### src/rtl/md_pkg.sv
// Shared definitions for the multiply/divide unit: operation encodings,
// operation width and default latencies.
package md_pkg;

    localparam int unsigned MD_OP_W = 3;

    localparam int unsigned MD_MULT_CYCLES_DEF = 5;
    localparam int unsigned MD_DIV_CYCLES_DEF  = 10;

    // Code 7 is unused and treated like MD_NONE.
    typedef enum logic [MD_OP_W-1:0] {
        MD_NONE  = 3'd0,
        MD_MULT  = 3'd1,
        MD_MULTU = 3'd2,
        MD_DIV   = 3'd3,
        MD_DIVU  = 3'd4,
        MD_MTHI  = 3'd5,
        MD_MTLO  = 3'd6
    } md_op_e;

    // True for the operations that occupy the unit for several cycles.
    function automatic logic md_is_multi(input logic [MD_OP_W-1:0] op);
        return (op == MD_MULT) || (op == MD_MULTU) || (op == MD_DIV) || (op == MD_DIVU);
    endfunction

    // True for the divide operations (selects DIV latency and result format).
    function automatic logic md_is_div(input logic [MD_OP_W-1:0] op);
        return (op == MD_DIV) || (op == MD_DIVU);
    endfunction

endpackage

### src/rtl/md_core.sv
// Combinational datapath of the multiply/divide unit. Produces the HI/LO
// result pair for the latched operation and flags a divide by zero.
module md_core
    import md_pkg::*;
(
    input  logic [MD_OP_W-1:0] op_i,
    input  logic [31:0]        a_i,
    input  logic [31:0]        b_i,
    output logic [31:0]        hi_o,
    output logic [31:0]        lo_o,
    output logic               div_zero_o
);

    logic        is_signed;
    logic        is_div;
    logic        a_neg;
    logic        b_neg;
    logic [31:0] a_mag;
    logic [31:0] b_mag;
    logic [63:0] prod_mag;
    logic [63:0] prod;
    logic [31:0] divisor;
    logic [31:0] q_mag;
    logic [31:0] r_mag;
    logic [31:0] quot;
    logic [31:0] rem;

    // Sign-magnitude datapath shared by signed and unsigned variants; the
    // result sign is reapplied at the end. |0x80000000| is 0x80000000 as an
    // unsigned value, so the 0x80000000 / -1 corner falls out naturally.
    always_comb begin
        is_signed = (op_i == MD_MULT) || (op_i == MD_DIV);
        is_div    = md_is_div(op_i);
        a_neg     = is_signed & a_i[31];
        b_neg     = is_signed & b_i[31];
        a_mag     = a_neg ? (~a_i + 32'd1) : a_i;
        b_mag     = b_neg ? (~b_i + 32'd1) : b_i;

        prod_mag  = {32'd0, a_mag} * {32'd0, b_mag};
        prod      = (a_neg ^ b_neg) ? (~prod_mag + 64'd1) : prod_mag;

        // Substitute a divisor of 1 on zero so the divider never sees x/0.
        div_zero_o = is_div & (b_i == 32'd0);
        divisor    = (b_i == 32'd0) ? 32'd1 : b_mag;
        q_mag      = a_mag / divisor;
        r_mag      = a_mag % divisor;
        quot       = (a_neg ^ b_neg) ? (~q_mag + 32'd1) : q_mag;
        rem        = a_neg ? (~r_mag + 32'd1) : r_mag;

        if (is_div) begin
            hi_o = rem;
            lo_o = quot;
        end else begin
            hi_o = prod[63:32];
            lo_o = prod[31:0];
        end
    end

endmodule

### src/rtl/md_unit.sv
// Multi-cycle multiply/divide unit owning the HI/LO registers.
// Optional feature: define MD_CANCEL_EN to add the cancel (pipeline flush)
// input, which aborts a running operation without touching HI/LO.
module md_unit
    import md_pkg::*;
#(
    parameter int unsigned MULT_CYCLES = MD_MULT_CYCLES_DEF,
    parameter int unsigned DIV_CYCLES  = MD_DIV_CYCLES_DEF
) (
    input  logic               clk,
    input  logic               reset,
`ifdef MD_CANCEL_EN
    input  logic               cancel,
`endif
    input  logic               start,
    input  logic [MD_OP_W-1:0] md_op,
    input  logic [31:0]        a,
    input  logic [31:0]        b,
    output logic               busy,
    output logic [31:0]        hi,
    output logic [31:0]        lo
);

    localparam int unsigned MaxLat = (MULT_CYCLES > DIV_CYCLES) ? MULT_CYCLES : DIV_CYCLES;
    localparam int unsigned CntW   = $clog2(MaxLat + 1);

    typedef enum logic {
        StIdle,
        StRun
    } state_e;

    state_e              state_q;
    logic [CntW-1:0]     cnt_q;
    logic [MD_OP_W-1:0]  op_q;
    logic [31:0]         a_q;
    logic [31:0]         b_q;
    logic [31:0]         hi_q;
    logic [31:0]         lo_q;
    logic                busy_q;

    logic                cancel_w;
    logic [31:0]         res_hi;
    logic [31:0]         res_lo;
    logic                res_div_zero;

`ifdef MD_CANCEL_EN
    assign cancel_w = cancel;
`else
    assign cancel_w = 1'b0;
`endif

    md_core u_core (
        .op_i       (op_q),
        .a_i        (a_q),
        .b_i        (b_q),
        .hi_o       (res_hi),
        .lo_o       (res_lo),
        .div_zero_o (res_div_zero)
    );

    // Control FSM, latency counter, operand latches and HI/LO registers.
    always_ff @(posedge clk) begin
        if (reset) begin
            state_q <= StIdle;
            cnt_q   <= '0;
            op_q    <= MD_NONE;
            a_q     <= '0;
            b_q     <= '0;
            hi_q    <= '0;
            lo_q    <= '0;
            busy_q  <= 1'b0;
        end else begin
            unique case (state_q)
                StIdle: begin
                    // A flush in the same cycle blocks every kind of accept.
                    if (start && !cancel_w) begin
                        if (md_is_multi(md_op)) begin
                            op_q    <= md_op;
                            a_q     <= a;
                            b_q     <= b;
                            cnt_q   <= md_is_div(md_op) ? CntW'(DIV_CYCLES) : CntW'(MULT_CYCLES);
                            busy_q  <= 1'b1;
                            state_q <= StRun;
                        end else if (md_op == MD_MTHI) begin
                            hi_q <= a;
                        end else if (md_op == MD_MTLO) begin
                            lo_q <= a;
                        end
                    end
                end
                StRun: begin
                    // New starts are ignored here; stall logic keeps them away.
                    if (cancel_w) begin
                        cnt_q   <= '0;
                        busy_q  <= 1'b0;
                        state_q <= StIdle;
                    end else if (cnt_q == CntW'(1)) begin
                        if (!res_div_zero) begin
                            hi_q <= res_hi;
                            lo_q <= res_lo;
                        end
                        cnt_q   <= '0;
                        busy_q  <= 1'b0;
                        state_q <= StIdle;
                    end else begin
                        cnt_q <= cnt_q - CntW'(1);
                    end
                end
                default: begin
                    state_q <= StIdle;
                    busy_q  <= 1'b0;
                end
            endcase
        end
    end

    assign busy = busy_q;
    assign hi   = hi_q;
    assign lo   = lo_q;

endmodule

### config.mk
export PLATFORM = sky130hd
export DESIGN_NAME = md_unit
export DESIGN_NICKNAME = d
export VERILOG_FILES = /design/src/rtl/md_pkg.sv /design/src/rtl/md_core.sv /design/src/rtl/md_unit.sv
export SDC_FILE = /design/constraint.sdc
export NUM_CORES = 2
export LEC_CHECK = 0
export ABC_AREA = 1
export CAP_MARGIN = 20
export CORE_ASPECT_RATIO = 0.8
export CORE_MARGIN = 4
export CORE_UTILIZATION = 30
export DETAILED_ROUTE_END_ITERATION = 10
export GPL_TIMING_DRIVEN = 0
export MAX_ROUTING_LAYER = met4
export PLACE_DENSITY = 0.44
export RECOVER_POWER = 100
export SLEW_MARGIN = 20
export SYNTH_ARGS = -nofsm -noshare
export SYNTH_HDL_FRONTEND = slang
export SYNTH_SLANG_ARGS = --single-unit
### constraint.sdc
create_clock -name clk -period 83.1 [get_ports clk]
set_clock_uncertainty 0.05 [all_clocks]
set_input_delay 16.62 -clock clk [delete_from_list [all_inputs] [get_ports clk]]
set_output_delay 16.62 -clock clk [all_outputs]
set_load 0.02 [all_outputs]
Word-level counts from Yosys, hierarchy flattened
Index checks and enable logic that the tools add are counted.
W data, S select, Z words.
{"block": "op_classes", "eq_ne": 18, "div": 2, "n_reduce_logical": 12, "n_bitwise": 10, "multipliers": 1, "mux": 34, "add_sub_neg": 6}
{"cell": "$mux W32", "count": 18}
{"cell": "$add A32 B1 Y32 const B", "count": 4}
{"cell": "$not A32 Y32", "count": 4}
{"cell": "$pmux W32 S2", "count": 2}
{"cell": "$add A64 B1 Y64 const B", "count": 1}
{"cell": "$mul A32 B32 Y64", "count": 1}
{"cell": "$mux W64", "count": 1}
{"cell": "$not A64 Y64", "count": 1}
{"cell": "$div A32 B32 Y32", "count": 1}
{"cell": "$logic_not A32 Y1", "count": 1}
{"cell": "$mod A32 B32 Y32", "count": 1}
{"cell": "$mux W4", "count": 4}
{"cell": "$ne A2 B2 Y1 const B", "count": 7}
{"cell": "$eq A3 B3 Y1 const B", "count": 4}
{"cell": "$eq A3 B2 Y1 const B", "count": 3}
{"cell": "$pmux W4 S2", "count": 1}
{"cell": "$eq A3 B1 Y1 const B", "count": 2}
{"cell": "$logic_or A1 B1 Y1", "count": 6}
{"cell": "$mux W1", "count": 6}
{"cell": "$reduce_and A3 Y1", "count": 2}
{"cell": "$reduce_and A6 Y1", "count": 1}
{"cell": "$reduce_and A5 Y1", "count": 1}
{"cell": "$eq A4 B1 Y1 const B", "count": 1}
{"cell": "$pmux W1 S2", "count": 2}
{"cell": "other kinds (6)", "count": 8}
{"block": "totals", "register_bits": 137, "input_bits": 70, "wordCells": 91}

Depth between registers and ports, before layout
{"block": "logic_depth", "ltp_word": 13, "ltp_mapped": 580, "ltp_nobuf": 570}

Hierarchy
From an unflattened synthesis, not the netlist that was laid out.
{"block": "unflattened", "hier_cells": 11331, "hier_area_um2": 74102.3}
{"module": "md_core", "area_each_um2": 68057.8, "seq_area_each_um2": 0.0, "cells_each": 10391, "n_inst": 1}
{"module": "md_unit", "area_each_um2": 6044.5, "seq_area_each_um2": 2742.6, "cells_each": 940, "n_inst": 1}

Least setup slack after synthesis
Ideal clock, no wire load.
{"block": "synth_timing", "kind": "register to register", "from": "register b_q[0]", "to": "register lo_q[28], in the netlist lo[28]", "stages_incl_launch_ff": 531, "synth_period_minus_slack_ns": 66.517, "required_time_ns": 82.920, "setup_ns": 0.130, "n_path_buf": 22, "setup_slack_ns": 16.583, "arrival_time_ns": 66.337, "cell_sequence": "dfxtp_1 > inv_2 > buf_2 > ha_1 > nor2_1 > xor2_1 > inv_1 > nor2_1 > inv_1 > nor3_1 > nand2_1 > nand2_1 > nand2_1 > ha_1 > inv_1 > nor2_1 > nor2_1 > nor3_1 > (+495 left out) > nor3_1 > inv_1 > nor3_2 > inv_1 > nor2_1 > inv_1 > nor3_1 > inv_1 > nor3_1 > inv_1 > nor3_2 > nand3_1 > nor3_1 > o21ai_0 > nand2_1 > o21ai_1 > nand2_1 > a31oi_1"}
{"block": "synth_between", "elab_chain_cells": 12, "word_cells_on_any_way": 20, "cone_classes": "add/sub: 3; mul: 1; div: 1; eq/ne: 1; mux: 8; bitwise: 4; reduce/logical: 2"}
{"element": "from (decl)", "line": "md_unit.sv:36", "rtl": "logic [31:0] b_q;"}
{"element": "from (signal assigned)", "line": "md_unit.sv:68", "rtl": "b_q <= '0;"}
{"element": "from (signal assigned)", "line": "md_unit.sv:80", "rtl": "b_q <= b;"}
{"element": "$not A32 Y32", "line": "md_core.sv:37", "rtl": "b_mag = b_neg ? (~b_i + 32'd1) : b_i;"}
{"element": "$add A32 B1 Y32", "line": "md_core.sv:37"}
{"element": "$mux W32", "line": "md_core.sv:37"}
{"element": "$mux W32", "line": "md_core.sv:44", "rtl": "divisor = (b_i == 32'd0) ? 32'd1 : b_mag;"}
{"element": "$div A32 B32 Y32", "line": "md_core.sv:45", "rtl": "q_mag = a_mag / divisor;"}
{"element": "$not A32 Y32", "line": "md_core.sv:47", "rtl": "quot = (a_neg ^ b_neg) ? (~q_mag + 32'd1) : q_mag;"}
{"element": "$add A32 B1 Y32", "line": "md_core.sv:47"}
{"element": "$mux W32", "line": "md_core.sv:47"}
{"element": "$mux W32", "line": "md_core.sv:50", "rtl": "if (is_div) begin"}
{"element": "$mux W32", "line": "md_unit.sv:98", "rtl": "if (!res_div_zero) begin"}
{"element": "$mux W32", "line": "md_unit.sv:97", "rtl": "end else if (cnt_q == CntW'(1)) begin"}
{"element": "$pmux W32 S2", "line": "md_unit.sv:73", "rtl": "unique case (state_q)"}
{"element": "to (signal assigned)", "line": "md_unit.sv:100", "rtl": "lo_q <= res_lo;"}
{"element": "to (decl)", "line": "md_unit.sv:38", "rtl": "logic [31:0] lo_q;"}
Parallel ways exist; a longest one is shown, timed or not. The select of a mux whose other input is x is not followed.
A chain may end at the register's enable or synchronous reset.

Worst setup path after layout
{"block": "layout_timing", "from": "register b_q[0]", "to": "register lo_q[30], in the netlist lo[30]"}
The elaborated chain is that of the path after synthesis.

==> impl_metrics.tcl <==
set metrics [dict create \
    grt_pass1_wl_um 525000 \
    startpoint "b_q[0]" \
    die_w_um 560 \
    rr_startpoint "b_q[0]" \
    grt_pass1_vias 71000 \
    crit_buf_inv 105 \
    syn_avg_cell_area_um2 6.72 \
    track_usage_pct 29.5 \
    grt_overflow 0 \
    crit_type "reg -> reg" \
    start_util_pct 30.3 \
    dpl-instance-area_um2 79600 \
    port_buffers 134 \
    grt_start_max_net_pins 33 \
    cp_max_fo 10 \
    ys_types 82 \
    place_congestion 1.02 \
    hpwl_um 312000 \
    grt_antenna_before_repair 25 \
    crit_path_frequent_cell "nand2_1" \
    post-route-min-period_ps 77600 \
    finalCritPeriodShare_pct 93.4 \
    wirelength_um 370000 \
    end_kind "register" \
    crit_path_start_kind "register" \
    drv_slew 0 \
    clk_path_buf_depth 2 \
    cp.arrival_ps 77890 \
    r2r_end "lo[30]" \
    maxSlewHeadroom_pct 8.94 \
    pre_cts_ws_ps -4720 \
    ys_ff_latch 137 \
    io_pins 135 \
    syn_inst 10900 \
    syn_area_um2 73100 \
    ys.flop_type "dfxtp_1" \
    cp-endpoint "lo[30]" \
    yosysSeqAreaShare_pct 3.75 \
    insertion_delay_ps 500 \
    max_stage_delay_ps 520 \
    syn_to_final_growth_pct 12.0 \
    die_h_um 450 \
    finalWorstSetupSlack_ps 5500 \
    min_path_type "reg -> reg" \
    maxCapViolations 0 \
    clkTransAtPathRegs_ps 70 \
    finalSetupTns_ps 0 \
    worst_slew_pin_slew_ps 1360 \
    nets 12900 \
    status "finished, final reports clean" \
    cts-hold-fix-buffers 0 \
    max_freq_ghz 0.0129 \
    final_common_cell "nand2_1" \
    cts-root-buf "clkbuf_16" \
    synth_edf_count 0 \
    ys_warn_count 0 \
    num_vias 74500 \
    core_area_um2 242000 \
    crit_cells 515 \
    wl_per_cell_um 25.8 \
    design_area_um2 81900 \
    drc_errors 0 \
    synth_fp_nets 12700 \
    cts_tree "built" \
    die_area_um2 252000 \
    rrSetupSlack_ps 5500 \
    finalSetupViolations 0 \
    ant_nets 0 \
    crit_required_ps 83390 \
    async_reset_ff_share_pct 0 \
    cts_inserted_buffers 17 \
    via_per_inst 5.20 \
    cp_top_family "simple AND/OR/NAND/NOR gates" \
    cpMaxStageDelayCell "a2111oi_4" \
    r2r_cells 515 \
    cts.sinks 137 \
    cts-htree-levels 4 \
    rows 161 \
    min_path_cells 2 \
    drive_gt1_share_pct 7.79 \
    finalHoldViolations 0 \
    drt_first_pass_iters 7 \
    drt_first_iter_violations 7428 \
    final_cell_mix "2776 x nand2_1, 2043 x inv_1, 897 x fa_1, 789 x ha_1, 640 x nor2_1" \
]
==> cell families (layout without fill, tap and decap cells) <==
group                    count (synthesis)  after routing  synth area share, %
flip-flops                             137            137                 3.75
XOR/XNOR                               483            483                 5.81
AND/OR/NAND/NOR                       4412           4413                 25.8
AO/OA/AOI/OAI                         1666           1666                 13.1
adder cells (fa/ha/maj)               1696           1696                 38.2
other                                    0             10                    0
buffers and inverters                 2493           2759                 13.3
multiplexers                             1              1               0.0137
==> cell type report <==
type / count / area [µm²]
repair buffers: 235 / 2650
clock buffers: 18 / 429
well taps: 3178 / 3980
fillers: 26300 / 160000
diodes: 10 / 25.0
flip-flops and latches: 137 / 2740
inverters: 2137 / 8140
plain buffers: 355 / 1830
clock inverters: 14 / 165
multi-input cells: 8259 / 62000
==> worst register-to-register path: cells and delay by family (launching register included) <==
| kind | cells | cell delay [ps] |
|---|---|---|
| and+or+nand+nor | 233 | 28860 |
| AOI/OAI and AO/OA | 141 | 24500 |
| DFF | 1 | 400 |
| adders and majority gates | 33 | 10360 |
| xor gates and xnor gates | 3 | 500 |
| buffers and inverters | 105 | 12810 |
==> stage by stage <==
stage          util (%)  hold slack [ps]  cells
2_1_floorplan         -              400  10900
3_3_place_gp       32.5              431  14200
3_5_place_dp       33.0              438  14200
4_1_cts            33.3              445  14300
5_1_grt            33.9              481  14300
6_report           33.9              450  14300
==> registers in the layout (all words and copies together) (netlist names) <==
| register | flops |
|---|---|
| a_q | 32 |
| b_q | 32 |
| busy | 1 |
| cnt_q | 4 |
| hi | 32 |
| lo | 32 |
| op_q | 3 |
| state_q | 1 |
==> routing by layer <==
layer  part of all wire [%]  vias to the layer above  global-route usage [%]
li1                       -                    34700                       -
met1                     48                    36600                    43.4
met4                    3.4                        0                    7.59
met5                      0                        -                       -
met3                    8.0                      339                    4.23
met2                     41                     2868                    41.7
==> cells in the mapped netlist, types with 31 or more instances <==
cell type / n / area [µm²]
xor2_1: 319 / 2790
buf_1: 38 / 143
nand2_2: 52 / 325
inv_1: 2066 / 7750
nand2_1: 2796 / 10500
a21o_1: 39 / 293
a21oi_1: 674 / 3370
nor2_1: 652 / 2450
or2_2: 81 / 507
a211oi_1: 39 / 293
nor3_1: 139 / 696
o21ai_2: 45 / 394
nand3_1: 414 / 2070
o21bai_1: 54 / 405
fa_1: 897 / 18000
ha_1: 799 / 10000
o21ai_0: 424 / 2120
a31oi_1: 88 / 551
clkbuf_1: 228 / 856
buf_4: 35 / 263
o21ai_1: 104 / 521
dfxtp_1: 137 / 2740
nand3_2: 37 / 370
buf_2: 31 / 155
nand4_1: 70 / 438
inv_2: 55 / 206
nor4_1: 41 / 257
xnor2_1: 162 / 1420
==> worst min-delay path by stage <==
stage | endpoint | slack, ps | from
6_report | a_q[31] | 450 | a_q[31]
5_1_grt | a_q[31] | 480 | a_q[31]
4_1_cts | a_q[31] | 440 | a_q[31]
3_5_place_dp | a_q[31] | 440 | a_q[31]
3_3_place_gp | a_q[31] | 430 | a_q[31]
2_1_floorplan | a_q[31] | 400 | a_q[31]
==> timing repair <==
item | in CTS | in global routing
cloned | 0 | 1
setup endpoints to repair | 64 | 64
setup buffers | 6 | 54
endpoints found under the hold margin | 0 | 0
pin swaps | 4 | 40
resized for setup | 55 | 277
Power is not shown: default switching activity piles up to over one toggle a cycle in this logic, so the estimate is an artifact.
